--- config.mk ---
export PLATFORM = sky130hd
export DESIGN_NAME = cdb_arbiter_flat
export DESIGN_NICKNAME = d
export VERILOG_FILES = /design/src/rtl/cdb_pkg.sv /design/src/rtl/cdb_arbiter_if.sv /design/src/rtl/cdb_src_fifo.sv /design/src/rtl/cdb_arbiter.sv /design/src/flat_wrapper.sv
export SDC_FILE = /design/constraint.sdc
export NUM_CORES = 1
export LEC_CHECK = 0
export ABC_CLOCK_PERIOD_IN_PS = 3800
export BUFFER_PORTS_ARGS = -buffer_cell sky130_fd_sc_hd__buf_4
export CORE_AREA = 4 4 142 144
export DETAILED_ROUTE_END_ITERATION = 12
export DIE_AREA = 0 0 146 148
export PLACE_DENSITY = 0.87
export RECOVER_POWER = 50
export SETUP_SLACK_MARGIN = 0.2
export SYNTH_ARGS = -nofsm -noshare
export SYNTH_HDL_FRONTEND = slang
export SYNTH_SLANG_ARGS = --single-unit
export TNS_END_PERCENT = 20
--- constraint.sdc ---
create_clock -name clk_i -period 3.8 [get_ports clk_i]
set_input_delay 0.76 -clock clk_i [delete_from_list [all_inputs] [get_ports clk_i]]
set_output_delay 0.76 -clock clk_i [all_outputs]
set_load 0.005 [all_outputs]
--- src/rtl/cdb_pkg.sv ---
// Shared widths, source indices and entry type for the CDB arbiter slice.
// Optional round-robin arbitration is enabled with the CDB_RR_ARB_EN macro.
package cdb_pkg;

    localparam int CDB_PREG_W = 5;
    localparam int CDB_DATA_W = 32;
    localparam int NUM_SRC    = 3;

    localparam logic [1:0] SRC_ALU = 2'd0;
    localparam logic [1:0] SRC_MUL = 2'd1;
    localparam logic [1:0] SRC_LSU = 2'd2;

    typedef struct packed {
        logic [CDB_PREG_W-1:0] prd;
        logic [CDB_DATA_W-1:0] value;
    } cdb_entry_t;

    // Source index k positions after src, wrapping over the three sources.
    function automatic logic [1:0] src_after(input logic [1:0] src, input int k);
        return 2'((int'(src) + k) % NUM_SRC);
    endfunction

endpackage

--- src/rtl/cdb_arbiter_if.sv ---
// Writeback inputs from ALU/MUL/LSU and the CDB broadcast outputs.
// Handshake: a result transfers on a rising edge where *_wb_valid_i && *_wb_ready_o.
interface cdb_arbiter_if
    import cdb_pkg::*;
#(
    parameter int PREG_W = CDB_PREG_W,
    parameter int DATA_W = CDB_DATA_W
);

    logic              alu_wb_valid_i;
    logic [PREG_W-1:0] alu_wb_prd_i;
    logic [DATA_W-1:0] alu_wb_value_i;
    logic              alu_wb_ready_o;

    logic              mul_wb_valid_i;
    logic [PREG_W-1:0] mul_wb_prd_i;
    logic [DATA_W-1:0] mul_wb_value_i;
    logic              mul_wb_ready_o;

    logic              lsu_wb_valid_i;
    logic [PREG_W-1:0] lsu_wb_prd_i;
    logic [DATA_W-1:0] lsu_wb_value_i;
    logic              lsu_wb_ready_o;

    logic              cdb_en_o;
    logic [PREG_W-1:0] cdb_reg_addr_o;
    logic [DATA_W-1:0] cdb_data_o;
    logic [1:0]        cdb_src_o;

    modport slave (
        input  alu_wb_valid_i, alu_wb_prd_i, alu_wb_value_i,
        input  mul_wb_valid_i, mul_wb_prd_i, mul_wb_value_i,
        input  lsu_wb_valid_i, lsu_wb_prd_i, lsu_wb_value_i,
        output alu_wb_ready_o, mul_wb_ready_o, lsu_wb_ready_o,
        output cdb_en_o, cdb_reg_addr_o, cdb_data_o, cdb_src_o
    );

    modport master (
        output alu_wb_valid_i, alu_wb_prd_i, alu_wb_value_i,
        output mul_wb_valid_i, mul_wb_prd_i, mul_wb_value_i,
        output lsu_wb_valid_i, lsu_wb_prd_i, lsu_wb_value_i,
        input  alu_wb_ready_o, mul_wb_ready_o, lsu_wb_ready_o,
        input  cdb_en_o, cdb_reg_addr_o, cdb_data_o, cdb_src_o
    );

endinterface

--- src/rtl/cdb_src_fifo.sv ---
// Per-source circular result queue; full/empty come from the registered count only.
module cdb_src_fifo #(
    parameter int W      = 37,
    parameter int QDEPTH = 2
) (
    input  logic         clk_i,
    input  logic         reset_i,
    input  logic         push_i,
    input  logic [W-1:0] data_i,
    input  logic         pop_i,
    output logic         full_o,
    output logic         empty_o,
    output logic [W-1:0] head_o
);

    localparam int PTR_W = $clog2(QDEPTH);
    localparam int CNT_W = PTR_W + 1;

    logic [W-1:0]     mem_q [QDEPTH];
    logic [PTR_W-1:0] wr_ptr_q, rd_ptr_q;
    logic [CNT_W-1:0] count_q, count_d;
    logic             do_push, do_pop;

    assign full_o  = (count_q == CNT_W'(QDEPTH));
    assign empty_o = (count_q == '0);
    assign do_push = push_i && !full_o;
    assign do_pop  = pop_i && !empty_o;
    assign head_o  = mem_q[rd_ptr_q];

    always_comb begin
        count_d = count_q;
        if (do_push && !do_pop) begin
            count_d = count_q + CNT_W'(1);
        end else if (!do_push && do_pop) begin
            count_d = count_q - CNT_W'(1);
        end
    end

    // Pointers wrap naturally because QDEPTH is a power of two.
    always_ff @(posedge clk_i) begin
        if (reset_i) begin
            wr_ptr_q <= '0;
            rd_ptr_q <= '0;
            count_q  <= '0;
        end else begin
            if (do_push) wr_ptr_q <= wr_ptr_q + PTR_W'(1);
            if (do_pop)  rd_ptr_q <= rd_ptr_q + PTR_W'(1);
            count_q <= count_d;
        end
    end

    always_ff @(posedge clk_i) begin
        if (do_push) mem_q[wr_ptr_q] <= data_i;
    end

endmodule

--- src/rtl/cdb_arbiter.sv ---
// Serialises ALU/MUL/LSU writebacks onto the single registered CDB broadcast.
// Fixed priority LSU > MUL > ALU; round-robin when CDB_RR_ARB_EN is defined.
module cdb_arbiter
    import cdb_pkg::*;
#(
    parameter int PREG_W = CDB_PREG_W,
    parameter int DATA_W = CDB_DATA_W,
    parameter int QDEPTH = 2
) (
    input  logic          clk_i,
    input  logic          reset_i,
    cdb_arbiter_if.slave  bus
);

    localparam int ENTRY_W = PREG_W + DATA_W;

    logic               in_valid [NUM_SRC];
    logic [PREG_W-1:0]  in_prd   [NUM_SRC];
    logic [ENTRY_W-1:0] in_entry [NUM_SRC];
    logic               push     [NUM_SRC];
    logic               pop      [NUM_SRC];
    logic               full     [NUM_SRC];
    logic               empty    [NUM_SRC];
    logic [ENTRY_W-1:0] head     [NUM_SRC];

    logic               grant_valid;
    logic [1:0]         grant_idx;

    logic               cdb_en_q;
    logic [PREG_W-1:0]  cdb_addr_q;
    logic [DATA_W-1:0]  cdb_data_q;
    logic [1:0]         cdb_src_q;

    assign in_valid[SRC_ALU] = bus.alu_wb_valid_i;
    assign in_valid[SRC_MUL] = bus.mul_wb_valid_i;
    assign in_valid[SRC_LSU] = bus.lsu_wb_valid_i;
    assign in_prd[SRC_ALU]   = bus.alu_wb_prd_i;
    assign in_prd[SRC_MUL]   = bus.mul_wb_prd_i;
    assign in_prd[SRC_LSU]   = bus.lsu_wb_prd_i;
    assign in_entry[SRC_ALU] = {bus.alu_wb_prd_i, bus.alu_wb_value_i};
    assign in_entry[SRC_MUL] = {bus.mul_wb_prd_i, bus.mul_wb_value_i};
    assign in_entry[SRC_LSU] = {bus.lsu_wb_prd_i, bus.lsu_wb_value_i};

    assign bus.alu_wb_ready_o = !full[SRC_ALU];
    assign bus.mul_wb_ready_o = !full[SRC_MUL];
    assign bus.lsu_wb_ready_o = !full[SRC_LSU];

    // prd 0 is accepted by the handshake but never enqueued.
    for (genvar s = 0; s < NUM_SRC; s++) begin : g_src
        assign push[s] = in_valid[s] && !full[s] && (in_prd[s] != '0);
        assign pop[s]  = grant_valid && (grant_idx == 2'(s));

        cdb_src_fifo #(
            .W      (ENTRY_W),
            .QDEPTH (QDEPTH)
        ) u_fifo (
            .clk_i   (clk_i),
            .reset_i (reset_i),
            .push_i  (push[s]),
            .data_i  (in_entry[s]),
            .pop_i   (pop[s]),
            .full_o  (full[s]),
            .empty_o (empty[s]),
            .head_o  (head[s])
        );
    end

`ifdef CDB_RR_ARB_EN
    logic [1:0] last_q;

    // Scan from the lowest-priority candidate up; the last hit wins, so
    // the source right after the previous grant is preferred.
    always_comb begin
        grant_valid = 1'b0;
        grant_idx   = SRC_ALU;
        for (int k = NUM_SRC; k >= 1; k--) begin
            if (!empty[src_after(last_q, k)]) begin
                grant_valid = 1'b1;
                grant_idx   = src_after(last_q, k);
            end
        end
    end

    always_ff @(posedge clk_i) begin
        if (reset_i) begin
            last_q <= SRC_ALU;
        end else if (grant_valid) begin
            last_q <= grant_idx;
        end
    end
`else
    // Ascending scan, last hit wins: LSU > MUL > ALU.
    always_comb begin
        grant_valid = 1'b0;
        grant_idx   = SRC_ALU;
        for (int s = 0; s < NUM_SRC; s++) begin
            if (!empty[s]) begin
                grant_valid = 1'b1;
                grant_idx   = 2'(s);
            end
        end
    end
`endif

    always_ff @(posedge clk_i) begin
        if (reset_i) begin
            cdb_en_q   <= 1'b0;
            cdb_addr_q <= '0;
            cdb_data_q <= '0;
            cdb_src_q  <= SRC_ALU;
        end else begin
            cdb_en_q <= grant_valid;
            if (grant_valid) begin
                cdb_addr_q <= head[grant_idx][ENTRY_W-1 -: PREG_W];
                cdb_data_q <= head[grant_idx][DATA_W-1:0];
                cdb_src_q  <= grant_idx;
            end
        end
    end

    assign bus.cdb_en_o       = cdb_en_q;
    assign bus.cdb_reg_addr_o = cdb_addr_q;
    assign bus.cdb_data_o     = cdb_data_q;
    assign bus.cdb_src_o      = cdb_src_q;

endmodule

--- src/flat_wrapper.sv ---
// flat-port wrapper written by rule: the top's interface ports become plain ports
module cdb_arbiter_flat import cdb_pkg::*;
#(
    parameter int PREG_W = CDB_PREG_W,
    parameter int DATA_W = CDB_DATA_W,
    parameter int QDEPTH = 2
)
  (clk_i, reset_i, bus_alu_wb_valid_i, bus_alu_wb_prd_i, bus_alu_wb_value_i, bus_mul_wb_valid_i, bus_mul_wb_prd_i, bus_mul_wb_value_i, bus_lsu_wb_valid_i, bus_lsu_wb_prd_i, bus_lsu_wb_value_i, bus_alu_wb_ready_o, bus_mul_wb_ready_o, bus_lsu_wb_ready_o, bus_cdb_en_o, bus_cdb_reg_addr_o, bus_cdb_data_o, bus_cdb_src_o);
  cdb_arbiter_if #(.PREG_W(PREG_W), .DATA_W(DATA_W)) bus_i ();
  input  logic clk_i;
  input  logic reset_i;
  input wire logic [$bits(bus_i.alu_wb_valid_i)-1:0] bus_alu_wb_valid_i;
  input wire logic [$bits(bus_i.alu_wb_prd_i)-1:0] bus_alu_wb_prd_i;
  input wire logic [$bits(bus_i.alu_wb_value_i)-1:0] bus_alu_wb_value_i;
  input wire logic [$bits(bus_i.mul_wb_valid_i)-1:0] bus_mul_wb_valid_i;
  input wire logic [$bits(bus_i.mul_wb_prd_i)-1:0] bus_mul_wb_prd_i;
  input wire logic [$bits(bus_i.mul_wb_value_i)-1:0] bus_mul_wb_value_i;
  input wire logic [$bits(bus_i.lsu_wb_valid_i)-1:0] bus_lsu_wb_valid_i;
  input wire logic [$bits(bus_i.lsu_wb_prd_i)-1:0] bus_lsu_wb_prd_i;
  input wire logic [$bits(bus_i.lsu_wb_value_i)-1:0] bus_lsu_wb_value_i;
  output wire logic [$bits(bus_i.alu_wb_ready_o)-1:0] bus_alu_wb_ready_o;
  output wire logic [$bits(bus_i.mul_wb_ready_o)-1:0] bus_mul_wb_ready_o;
  output wire logic [$bits(bus_i.lsu_wb_ready_o)-1:0] bus_lsu_wb_ready_o;
  output wire logic [$bits(bus_i.cdb_en_o)-1:0] bus_cdb_en_o;
  output wire logic [$bits(bus_i.cdb_reg_addr_o)-1:0] bus_cdb_reg_addr_o;
  output wire logic [$bits(bus_i.cdb_data_o)-1:0] bus_cdb_data_o;
  output wire logic [$bits(bus_i.cdb_src_o)-1:0] bus_cdb_src_o;
  assign bus_i.alu_wb_valid_i = bus_alu_wb_valid_i;
  assign bus_i.alu_wb_prd_i = bus_alu_wb_prd_i;
  assign bus_i.alu_wb_value_i = bus_alu_wb_value_i;
  assign bus_i.mul_wb_valid_i = bus_mul_wb_valid_i;
  assign bus_i.mul_wb_prd_i = bus_mul_wb_prd_i;
  assign bus_i.mul_wb_value_i = bus_mul_wb_value_i;
  assign bus_i.lsu_wb_valid_i = bus_lsu_wb_valid_i;
  assign bus_i.lsu_wb_prd_i = bus_lsu_wb_prd_i;
  assign bus_i.lsu_wb_value_i = bus_lsu_wb_value_i;
  assign bus_alu_wb_ready_o = bus_i.alu_wb_ready_o;
  assign bus_mul_wb_ready_o = bus_i.mul_wb_ready_o;
  assign bus_lsu_wb_ready_o = bus_i.lsu_wb_ready_o;
  assign bus_cdb_en_o = bus_i.cdb_en_o;
  assign bus_cdb_reg_addr_o = bus_i.cdb_reg_addr_o;
  assign bus_cdb_data_o = bus_i.cdb_data_o;
  assign bus_cdb_src_o = bus_i.cdb_src_o;
  cdb_arbiter #(.PREG_W(PREG_W), .DATA_W(DATA_W), .QDEPTH(QDEPTH)) u_core (.clk_i(clk_i), .reset_i(reset_i), .bus(bus_i));
endmodule
; ---- Word level (Yosys, flattened, before mapping)
; Memory sizes are Yosys's and may differ from the RTL's. A register that Yosys moved wholly into a read port is not among the register bits.
; Index checks and enable logic that the tools add are counted.
[word_totals]
ff_bits = 52
ramBits = 222
inputBits = 116
output_inout_bits = 43
wordCells = 104
n_memories = 3
[op_classes]
n_addsub = 12
magnitude_cmp = 1
eq_ne = 5
mux = 26
n_bitwise = 1
n_reduce_logical = 43
[mem_list]
columns = name, words, width, read_ports, rd_ports_with_merged_regs, wr, line_no
row1 = u_core.g_src[0].u_fifo.mem_q, 2, 37, 1, 1, 1, cdb_src_fifo.sv:19  ; logic [W-1:0] mem_q [QDEPTH];
row2 = u_core.g_src[1].u_fifo.mem_q, 2, 37, 1, 1, 1, cdb_src_fifo.sv:19
row3 = u_core.g_src[2].u_fifo.mem_q, 2, 37, 1, 1, 1, cdb_src_fifo.sv:19
[op_table]
columns = op, count
row1 = binary-select mux 37 bit (select 2 bit), 1
row2 = two-way mux 37 bit, 2
row3 = logical AND 1 bit, 21
row4 = two-way mux 1 bit, 16
row5 = nonzero test 5 bit, 3
row6 = two-way mux 2 bit, 7
row7 = zero test 1 bit, 12
row8 = "equality test 2 bit, second input constant", 4
row9 = zero test 2 bit, 4
row10 = "adder 1 bit, second input constant", 6
row11 = "adder 2 x 1 -> 2 bit, second input constant", 3
row12 = nonzero test 2 bit, 3
row13 = "subtractor 2 x 1 -> 2 bit, second input constant", 3
row14 = "greater-or-equal comparator 3 bit, second input constant", 1
row15 = inverter 2 -> 3 bit, 1
row16 = "equality test 2 x 1 -> 1 bit, second input constant", 1

; ---- Longest topological paths before layout
[depth]
ltp_word = 9
depth_mapped = 9
ltp_nobuf = 7

; ---- By module
; From an unflattened synthesis, not the netlist that was laid out.
[hier_totals]
hier_cells = 693
hier_area_um2 = 11025.6
[modules_own_cells]
columns = mod, n_inst, cells_per_inst, area_each_um2
row1 = cdb_src_fifo, 3, 140, 2884.0
row2 = cdb_arbiter, 1, 273, 2373.5

; ---- Least setup slack after synthesis
; Ideal clock, no wire load.
[synth_path]
kind = in2reg
from = input bus_mul_wb_prd_i[3]
to = memory u_core.g_src[1].u_fifo.mem_q[0][0] (enable)
setup_time_ns = 0.431
t_arrival_ns = 2.556
required_time_ns = 3.369
slack_ns = 0.812
path_stages = 3
path_buffers = 0
cell_sequence = or4_1 -> o211ai_2 -> nor2_1
[synth_via]
elab_chain_cells = 5
[synth_rtl]
columns = item, line_no
row1 = from (decl), flat_wrapper.sv:16  ; input wire logic [$bits(bus_i.mul_wb_prd_i)-1:0] bus_mul_wb_prd_i;
row2 = nonzero test 5 bit, cdb_arbiter.sv:50  ; assign push[s] = in_valid[s] && !full[s] && (in_prd[s] != '0);
row3 = logical AND 1 bit, cdb_arbiter.sv:50
row4 = logical AND 1 bit, cdb_src_fifo.sv:26  ; assign do_push = push_i && !full_o;
row5 = two-way mux 1 bit, cdb_src_fifo.sv:53  ; if (do_push) mem_q[wr_ptr_q] <= data_i;
row6 = two-way mux 1 bit (not written as such), cdb_src_fifo.sv:53
row7 = to (decl), cdb_src_fifo.sv:19
; Every way passes these cells.

; ---- Final worst setup path
[layout_path]
from = register u_core.g_src[2].u_fifo.count_q[0]
to = register u_core.cdb_data_q[0] (netlist: u_core.bus.cdb_data_o[0])
[layout_via]
elab_chain_cells = 6
[layout_rtl]
columns = item, line_no
row1 = from (decl), cdb_src_fifo.sv:21  ; logic [CNT_W-1:0] count_q, count_d;
row2 = from (signal assigned), cdb_src_fifo.sv:48  ; count_q <= count_d;
row3 = zero test 2 bit *, cdb_src_fifo.sv:25  ; assign empty_o = (count_q == '0);
row4 = two-way mux 2 bit, cdb_arbiter.sv:97  ; if (!empty[s]) begin
row5 = inverter 2 -> 3 bit (not written as such), cdb_arbiter.sv:115  ; cdb_data_q <= head[grant_idx][DATA_W-1:0];
row6 = binary-select mux 37 bit (select 2 bit), cdb_arbiter.sv:115
row7 = two-way mux 37 bit (2 in a row), --
row8 = to (signal assigned), cdb_arbiter.sv:115
row9 = to (decl), cdb_arbiter.sv:31  ; logic [DATA_W-1:0] cdb_data_q;
; Mark *: on every way between the ends. The rest lies on a longest branch, timed or not. The select of a mux whose other input is x is not followed.
; A chain may end at the register's enable or synchronous reset.

==> impl_metrics.json <==
{
  "cp_num_buf_inv": 1,
  "crit_required_ns": 4.22,
  "clk_latency_ns": 0.52,
  "ys.flop_type": "edfxtp_1",
  "fmax_ghz": 0.352,
  "dpl.hpwl_um": 15500,
  "max-slew-margin-rel": -0.127,
  "yosys-top-cells-area": "edfxtp_1, dfxtp_1, mux2_2",
  "grt_pass1_vias": 6439,
  "tightest_slew_ns": 1.69,
  "die_area_um2": 21600,
  "max_cap_violations": 1,
  "die_width_um": 146,
  "syn2layout_area_growth_pct": 18.3,
  "syn_area_um2": 10600,
  "routed_wl_um": 23400,
  "mostFrequentLayoutCells": "edfxtp_1, clkbuf_1, clkbuf_4, dfxtp_1, mux2_2",
  "ant_nets": 0,
  "grt_pass1_wl_um": 35600,
  "cts_tree": "built",
  "routed_via_density": 5.82,
  "yosysTopAreaCell": "edfxtp_1",
  "slew_violations": 34,
  "outcome": "finished, violations left",
  "use_met3": 0.0432,
  "synth_fp_nets": 792,
  "dp_cells": 1030,
  "drc": 0,
  "finalPower_mw": 9.67,
  "synth_cells": 673,
  "fin_ws_ns": 0.963,
  "crit_family": "buffers and inverters",
  "violations": "max-capacitance violations, max-slew violations",
  "start_kind": "register",
  "finClkSkew_ns": 0.00986,
  "crit_slowest_cell": "clkbuf_1",
  "htree_levels": 1,
  "via_count": 6284,
  "yosys_register_bits": 277,
  "fin_cells": 1080,
  "io_pins": 159,
  "post-place-ws_ns": 0.975,
  "tns_ns": 0,
  "final_common_cell": "edfxtp_1",
  "port_buffers": 158,
  "finalWeightedCongestion": 0.835,
  "globalRouteMet2Util": 0.365,
  "setup_viol": 0,
  "cts_setup_buffers": 0,
  "start_util": 0.569,
  "synthArstFlopShare": 0,
  "core_um2": 18700,
  "cts-resized-gates": 0,
  "synth_edf_count": 222,
  "holdBufCountCts": 0,
  "final_area_um2": 12600,
  "min_period_over_period": 0.747,
  "cp_max_fo": 33,
  "endpoint_kind": "register",
  "track_usage": 0.214,
  "p_per_area_nw_per_um2": 768,
  "die_height_um": 148,
  "seq_area_frac_synth": 0.730,
  "first_iter_violations": 444,
  "cts.path.max_buffers": 3,
  "post_dp_cell_area_um2": 12000,
  "grt_max_degree": 60,
  "cts_sinks": 277,
  "cts_inserted_buffers": 27,
  "yosysWarnings": 0,
  "grt.busiest_layer": "met2",
  "timing.final.crit_period_ns": 2.84,
  "rows": 50,
  "clk_pin_slew_worst_paths_ns": 0.06,
  "wire_per_inst_um": 21.7,
  "cp_cell_sequence": "or2_0, clkbuf_1, o211ai_1, a311oi_2",
  "fin_nets": 944,
  "worstSetupPathType": "reg -> reg",
  "rsz0062_at_grt": "no",
  "p_leak_nw": 4.30,
  "synth.distinct_cells": 33,
  "use_met1": 0.272,
  "hold_viol": 0,
  "hold_path.class": "in -> reg",
  "vdd_ir_drop_max_mv": 0.666,
  "synth.avg_cell_area_um2": 15.8,
  "slowest_delay_ns": 1.26,
  "grt-ovfl-total": 0,
  "synth_top_cell_area_share": 0.627,
  "clockRootBuffer": "clkbuf_16",
  "worstPathArrival_ns": 3.26,
  "antenna_found_initial": 0,
  "n_antenna_cell": 0,
  "drt_pass1_iterations": 5,
  "layout-drive-gt1-share": 0.240
}
where the power goes:
part | total, mW | switching, mW | internal [mW] | leakage [nW]
registers | 4.34 | 0.398 | 3.95 | 2.53
logic | 2.60 | 1.54 | 1.06 | 1.31
clock network | 2.73 | 1.07 | 1.65 | 0.457
cells by family (layout without fill, tap and decap cells):
group | Yosys count | in the layout | share of synthesized area
and+or+nand+nor | 112 | 112 | 0.0501
buffers and inverters | 49 | 222 | 0.0255
AOI/OAI and AO/OA | 131 | 131 | 0.0911
xor gates and xnor gates | 12 | 12 | 0.00988
muxes | 89 | 89 | 0.0898
DFF | 277 | 277 | 0.730
adders and majority gates | 3 | 3 | 0.00353
through the flow:
stage | util | hold WS, ns
6_report | 0.673 | 0.441
5_1_grt | 0.673 | 0.413
4_1_cts | 0.690 | 0.394
3_5_place_dp | 0.640 | 0.453
3_3_place_gp | 0.640 | 0.463
2_1_floorplan | - | 0.453
per-layer routing:
metal / wire length (µm) / up-vias
met5: 0 / -
met4: 905 / 0
met3: 1860 / 47
met2: 11700 / 288
met1: 8960 / 3055
li1: - / 2894
synth_stat cells (2+ instances only):
cell type	count
a311oi_1	12
mux2i_1	37
buf_4	7
nand2_1	31
mux2_2	52
buf_2	15
ha_1	3
o22ai_1	15
buf_1	2
o21ai_0	19
inv_1	6
a21oi_1	21
edfxtp_1	222
xor2_1	8
or4_1	3
dfxtp_1	55
a311oi_2	10
or3_1	3
o211ai_1	44
o211ai_2	3
clkbuf_1	13
nor2_1	44
buf_6	5
xnor2_1	4
nand2b_1	25
a211oi_1	7
final timing paths:
check                                                  startpoint                             endpoint  slack, ns  depth (start not counted)
worst max-delay path            u_core.g_src[2].u_fifo.count_q[0]             u_core.bus.cdb_data_o[0]       0.96                          4
worst min-delay path                       bus_mul_wb_value_i[18]  u_core.g_src[1].u_fifo.mem_q[1][18]       0.44                          1
worst max register to register  u_core.g_src[2].u_fifo.count_q[0]             u_core.bus.cdb_data_o[0]       0.96                          4
worst min register to register            u_core.bus.cdb_src_o[0]              u_core.bus.cdb_src_o[0]       0.47                          2
flip-flops by register name, indices dropped and copies added (netlist names), named ones only:
register                      cells
u_core.g_src.u_fifo.mem_q       222
u_core.g_src.u_fifo.count_q       6
u_core.bus.cdb_reg_addr_o         5
u_core.bus.cdb_en_o               1
u_core.bus.cdb_src_o              2
u_core.bus.cdb_data_o            32
u_core.g_src.u_fifo.wr_ptr_q      3
u_core.g_src.u_fifo.rd_ptr_q      3
final cells by class:
class | instances | area (µm²)
multi-input combinational | 347 | 2630
fill | 1330 | 6110
clock inverter | 9 | 124
timing repair buffer | 165 | 942
tap | 234 | 293
inverter | 7 | 31.3
sequential | 277 | 7770
clock buffer | 41 | 800
Note: power is estimated with default switching activity, not from simulation.
